File: config.mk
export PLATFORM = sky130hd
export DESIGN_NAME = fifo_word_packer
export DESIGN_NICKNAME = d
export VERILOG_FILES = /design/src/rtl/fifo_word_packer.sv
export SDC_FILE = /design/constraint.sdc
export NUM_CORES = 1
export LEC_CHECK = 0
export BUFFER_PORTS_ARGS = -buffer_cell sky130_fd_sc_hd__buf_2
export CAP_MARGIN = 20
export CORE_UTILIZATION = 55
export DETAILED_ROUTE_END_ITERATION = 6
export GPL_ROUTABILITY_DRIVEN = 0
export PLACE_DENSITY = 0.85
export SLEW_MARGIN = 20
export SYNTH_ARGS = -nofsm -noshare
export SYNTH_HDL_FRONTEND = slang
export SYNTH_SLANG_ARGS = --single-unit
File: constraint.sdc
create_clock -name clk -period 4.32 [get_ports clk]
set_input_delay 0 -clock clk [delete_from_list [all_inputs] [get_ports clk]]
set_output_delay 0 -clock clk [all_outputs]
set_load 0.02 [all_outputs]
File: src/rtl/fifo_word_packer.sv
// Packs RATIO consecutive FIFO read words into one wide output word.
// A flush closes a partially filled word early; out_keep marks the valid lanes.
module fifo_word_packer #(
   parameter int IN_W  = 8,
   parameter int RATIO = 4
) (
   input  logic                  clk,
   input  logic                  rst,
   input  logic                  fifo_empty,
   output logic                  fifo_rd_en,
   input  logic [IN_W-1:0]       fifo_dout,
   input  logic                  flush,
   output logic                  out_valid,
   input  logic                  out_ready,
   output logic [IN_W*RATIO-1:0] out_data,
   output logic [RATIO-1:0]      out_keep,
   output logic                  out_last
);
   localparam int CW = $clog2(RATIO + 1);

   typedef enum logic {FILL = 1'b0, HOLD = 1'b1} state_t;

   state_t                     state_q, state_d;
   logic [CW-1:0]              cnt_q, cnt_d;
   logic                       pend_q, pend_d;
   logic                       fpend_q, fpend_d;
   logic [RATIO-1:0][IN_W-1:0] lanes_q, lanes_d;
   logic [RATIO-1:0]           keep_q, keep_d;
   logic                       last_q, last_d;
   logic                       flush_eff, room;

   function automatic logic [RATIO-1:0] lane_mask(input logic [CW-1:0] c);
      logic [RATIO-1:0] m;
      for (int i = 0; i < RATIO; i++) m[i] = (i < int'(c));
      return m;
   endfunction

   // A flush is only meaningful while something is captured or on its way.
   assign flush_eff  = flush && (state_q == FILL) && !fpend_q && ((cnt_q != '0) || pend_q);
   assign room       = (int'(cnt_q) + int'(pend_q)) < RATIO;
   // Blocking on flush_eff keeps a new read from starting behind a flush.
   assign fifo_rd_en = !rst && (state_q == FILL) && !fifo_empty && room && !fpend_q && !flush_eff;

   always_comb begin
      state_d = state_q;
      cnt_d   = cnt_q;
      pend_d  = 1'b0;
      fpend_d = fpend_q;
      lanes_d = lanes_q;
      keep_d  = keep_q;
      last_d  = last_q;
      case (state_q)
         FILL: begin
            pend_d = fifo_rd_en;
            if (pend_q) begin
               for (int i = 0; i < RATIO; i++)
                  if (i == int'(cnt_q)) lanes_d[i] = fifo_dout;
               cnt_d = cnt_q + CW'(1);
            end
            if (pend_q && (int'(cnt_q) + 1 == RATIO)) begin
               state_d = HOLD;
               keep_d  = '1;
               last_d  = fpend_q || flush_eff;
               fpend_d = 1'b0;
            end else if (flush_eff && pend_q) begin
               fpend_d = 1'b1;
            end else if ((flush_eff || fpend_q) && !pend_q) begin
               state_d = HOLD;
               keep_d  = lane_mask(cnt_q);
               last_d  = 1'b1;
               fpend_d = 1'b0;
            end
         end
         HOLD: begin
            if (out_ready) begin
               state_d = FILL;
               cnt_d   = '0;
               lanes_d = '0;
               keep_d  = '0;
               last_d  = 1'b0;
               fpend_d = 1'b0;
            end
         end
         default: state_d = FILL;
      endcase
   end

   always_ff @(posedge clk) begin
      if (rst) begin
         state_q <= FILL;
         cnt_q   <= '0;
         pend_q  <= 1'b0;
         fpend_q <= 1'b0;
         lanes_q <= '0;
         keep_q  <= '0;
         last_q  <= 1'b0;
      end else begin
         state_q <= state_d;
         cnt_q   <= cnt_d;
         pend_q  <= pend_d;
         fpend_q <= fpend_d;
         lanes_q <= lanes_d;
         keep_q  <= keep_d;
         last_q  <= last_d;
      end
   end

   assign out_valid = (state_q == HOLD);
   assign out_data  = lanes_q;
   assign out_keep  = keep_q;
   assign out_last  = last_q;

endmodule

Yosys cells after proc, flatten, opt, wreduce, memory -nomap -nowiden

Index checks and enable logic that the tools add are counted.

Flip-flop bits (word level): 43
Input port bits: 13
Output and inout bits: 39
Logic and storage cells: 89

Add/sub/neg operators: 3
Magnitude comparators: 5
Eq/ne operators: 13
Muxes and demuxes: 29
Bitwise logic cells: 1
Reductions and logical operators: 28

Operators by type and width:

| operator            | number |
|---|---|
| $mux 32             | 2 |
| $pmux 32 s2         | 1 |
| $mux 8              | 4 |
| $mux 4              | 4 |
| $reduce_and 3->1    | 5 |
| $logic_and 1x1->1   | 11 |
| $mux 1              | 11 |
| $ne 2x1->1 const B  | 4 |
| $pmux 4 s2          | 1 |
| $eq 3x3->1 const A  | 2 |
| $lt 1x3->1 const A  | 2 |
| $lt 2x3->1 const A  | 2 |
| $mux 3              | 2 |
| $pmux 1 s2          | 3 |
| $pmux 3 s2          | 1 |
| $logic_not 1->1     | 5 |
| $add 3x1->4         | 1 |
| $add 3x1->4 const B | 1 |
| $eq 4x3->1 const B  | 1 |
| $lt 4x3->1 const B  | 1 |
| $ne 2x2->1 const B  | 2 |
| $ne 4x1->1 const B  | 1 |
| $reduce_and 2->1    | 2 |
| $add 3x1->3 const B | 1 |
| 8 further kinds     | 9 |

Longest topological paths before layout

Depth in word-level cells: 10
Depth in mapped cells: 8
Mapped depth without buffers: 7

Least setup slack after synthesis

Ideal clock, no wire load.

Path kind: register to register
From: reg cnt_q[1]
To: reg keep_q[2], in the netlist out_keep[2]
Library setup time: 0.134 ns
Arrival: 1.798 ns
Required time: 4.186 ns
Path slack: 2.388 ns
Stages on the path, launching flop included: 8
Buffers on the path: 0
Clock period less this slack: 1.932 ns
Cells stage by stage: dfxtp_1 -> ha_1 -> ha_1 -> and3b_4 -> nand2b_4 -> o22a_4 -> a2111oi_2 -> a211oi_1

Word-level cells in the longest chain between the ends: 7
Elaborated cells between the ends (all ways): 17
Those cells by class: add/sub: 1; order compare: 1; eq/ne: 3; mux: 4; reduce/logical: 8

RTL lines:

| item                                                | line | source |
|---|---|---|
| from (decl)                                         | 24   | `logic [CW-1:0] cnt_q, cnt_d;` |
| from (signal assigned)                              | 99   | `cnt_q <= cnt_d;` |
| branches (longest 7 deep; another with $add 3x1->4) | n/a  |  |
| to (signal assigned)                                | 103  | `keep_q <= keep_d;` |
| to (decl)                                           | 28   | `logic [RATIO-1:0] keep_q, keep_d;` |

Several ways; the timed one is not identified. The select of a mux whose other input is x is not followed.
A chain may end at the register's enable or synchronous reset.

Worst setup path in the final report

Same ends and word-level chain as after synthesis.

==> results.toml <==
[power_and_ir_drop]
peakVddDrop_v = 0.000205
leakage_nw = 1.09
power.density_nw_per_um2 = 342

[cts]
postCtsSetupRepairBufs = 0
worstSkewPairLatency_ns = 0.36
cts-root-buf = "clkbuf_4"
postCtsHoldBufs = 10
clk_path_buf_depth = 2
cts_tree = "built"
htree_levels = 2
cts.clk_slew.worst_paths_ns = 0.13
cts.sinks = 43
cts_buffers = 5
cts_resized = 0

[route]
vias = 1639
ant_nets = 0
drt_iter0_markers = 99
routed_wl_um = 4190
dr.pass1.iters = 4
via_per_inst = 5.25
wire_per_inst_um = 13.4
drc = 0

[placed_design]
port_buffers = 51
dpl-instance-area_um2 = 2130
hpwl_um = 2800

[finish]
fin_nets = 286
final_area_um2 = 2290
drive_gt1_share_pct = 25.7
syn2layout_area_growth_pct = 22.7
insertedDiodeCount = 0

[sta]
relSlewSlack_pct = 50.3
tns_ns = 0
tightestPinTransition_ns = 0.745
fmax_mhz = 464
skew_ns = 0.0109
hold_violations = 0
grt_setup_unrepaired = "false"
setup_violations = 0
slew_viol_final = 0
final.period_utilization_pct = 49.9
period_needed_ns = 2.16

[global_routing]
grt_max_degree = 45
gr-usage-met3_pct = 4.76
grt_pass1_wl_um = 6570
antenna_found_initial = 0
grt.overflow.total = 0
use_met2_pct = 37.4
track_usage_pct = 24.6
grt_pass1_vias = 1428
met1_usage_pct = 33.7
top_usage_layer = "met2"

[worst_setup_path]
crit_buf_inv = 0
end_kind = "flip-flop"
cp.required_ns = 4.53
critical_path_arrival_ns = 2.37
critPathTopFamily = "flip-flops"
cpMostUsedCell = "ha_1"
cp_max_fo = 11
start_kind = "flip-flop"
crit_path_max_incr_delay_ns = 0.58
critPathSlowestCell = "dfxtp_1"
path_class = "reg2reg"
cp_cell_sequence = "ha_1 > ha_1 > and3b_4 > nand2b_4 > o22a_4 > a2111oi_2 > a211oi_1"

[floorplanning]
die_w_um = 60.3
dieArea_um2 = 3630
start_util_pct = 59.7
num_rows = 20
die-height_um = 60.3
ios = 52
core_region_area_um2 = 3130

[logic_synthesis]
syn-mean-instance-area_um2 = 8.93
syn-num-nets = 228
ys_warn_count = 0
ys_seq_area_share_pct = 46.1
synth_area_um2 = 1870
netlist_instances = 209
ys_types = 34
ys_ff_latch = 43

[run_status]
status = "finished clean"

[hold_path]
hold_class = "in2reg"

[job]
drv_cap = 0
cells in the final DEF, fill, tap and decap left out, drive strengths merged:
cell         synthesis  routed
and2                 1       1
a21o                 1       1
a211oi               4       4
a311oi               2       2
dfxtp               43      43
clkbuf               6       5
dlygate4sd3          0      10
mux2i               16      16
buf                  4      51
o22a                 1       1
a21oi               22      22
and3                 2       2
nand2               33      33
clkinv               0       1
o21ai                4       4
ha                   6       6
a2111oi              1       1
or4                  1       1
nor2                23      23
or2                  1       1
clkinvlp             0       2
nor3                 4       4
and3b                1       1
a32oi                1       1
nor4                 1       1
nand3b               1       1
nor2b                9       9
inv                  4       4
nand2b               5       5
and2b                1       1
a31o                 1       1
nand3                9       9
a22oi                1       1
area by class of cell:
type / instances / area, µm²
Timing Repair Buffer: 61 / 355
Fill cell: 244 / 838
Tap cell: 44 / 55.1
Clock inverter: 3 / 20.0
Clock buffer: 5 / 37.5
Multi-Input combinational cell: 152 / 946
Sequential cell: 43 / 861
Inverter: 4 / 15.0
registers in the layout, indices dropped and copies added (netlist names):
signal,count
out_data,32
out_keep,4
cnt_q,3
out_valid,1
out_last,1
pend_q,1
fpend_q,1
tightest hold or removal path, cell delays in order:
cell and delay, ns:
buf_2 0.11, nand2b_1 0.16, nand2_1 0.07, a32oi_1 0.05, nor2_1 0.07
worst paths after layout:
check	end	from	slack, ns	cells after the start
worst max-delay path	out_keep[2]	cnt_q[1]	2.16	7
worst min-delay path	fpend_q	out_ready	0.14	5
worst max register to register	out_keep[2]	cnt_q[1]	2.16	7
worst min register to register	out_data[26]	out_data[26]	0.46	2
stage by stage:
| step | power [W] | instances | util, % | hold slack (ns) | setup WS (ns) |
|---|---|---|---|---|---|
| after global placement | 0.000586 | 294 | 68.2 | 0.261 | 2.25 |
| after detailed placement | 0.000588 | 294 | 68.2 | 0.262 | 2.18 |
| after CTS | 0.000784 | 312 | 73.2 | 0.137 | 2.17 |
| after floorplan | 0.000548 | 209 | - | 0.136 | 2.39 |
| final | 0.000782 | 312 | 73.2 | 0.138 | 2.16 |
| after global routing | 0.000821 | 312 | 73.2 | 0.188 | 2.06 |
cell usage after synthesis:
library cell	n	area, µm²
a22oi_1	1	7.51
a21o_1	1	7.51
a211oi_1	4	30.0
nand2b_4	2	27.5
ha_1	6	75.1
buf_2	3	15.0
and2b_2	1	8.76
nand2b_1	3	18.8
o21ai_0	4	20.0
buf_1	1	3.75
nor4_1	1	6.26
and2_0	1	6.26
inv_1	4	15.0
a21oi_4	2	32.5
a21oi_1	20	100
a311oi_1	2	17.5
a2111oi_2	1	15.0
or4_1	1	7.51
nand3_1	9	45.0
nor2b_1	9	56.3
nand2_1	33	124
a31o_2	1	8.76
a32oi_1	1	8.76
clkbuf_4	1	7.51
nor2_1	23	86.3
dfxtp_1	43	861
and3_1	2	12.5
and3b_4	1	12.5
clkbuf_1	5	18.8
nor3_1	4	20.0
o22a_4	1	17.5
nand3b_1	1	7.51
or2_2	1	6.26
mux2i_1	16	160
power by group:
part / leakage [nW] / internal, W / switching (W) / total, W
logic: 0.711 / 0.0000613 / 0.0000909 / 0.000152
clock network: 0.0272 / 0.0000622 / 0.000132 / 0.000195
registers: 0.348 / 0.000416 / 0.0000192 / 0.000435
total: 1.09 / 0.000540 / 0.000243 / 0.000782
logic make-up after synthesis:
logic type	synth area share, %
buf+inv	3.22
mux	8.58
simple gates	23.9
compound gates	14.2
flops	46.1
fa+ha+maj	4.02
routing by layer:
| metal | vias up | routed length [µm] |
|---|---|---|
| li1 | 831 | - |
| met1 | 755 | 2050 |
| met2 | 44 | 1840 |
| met3 | 9 | 206 |
| met4 | 0 | 82 |
| met5 | - | 0 |
No activity file was read; power rests on OpenSTA's default activity.
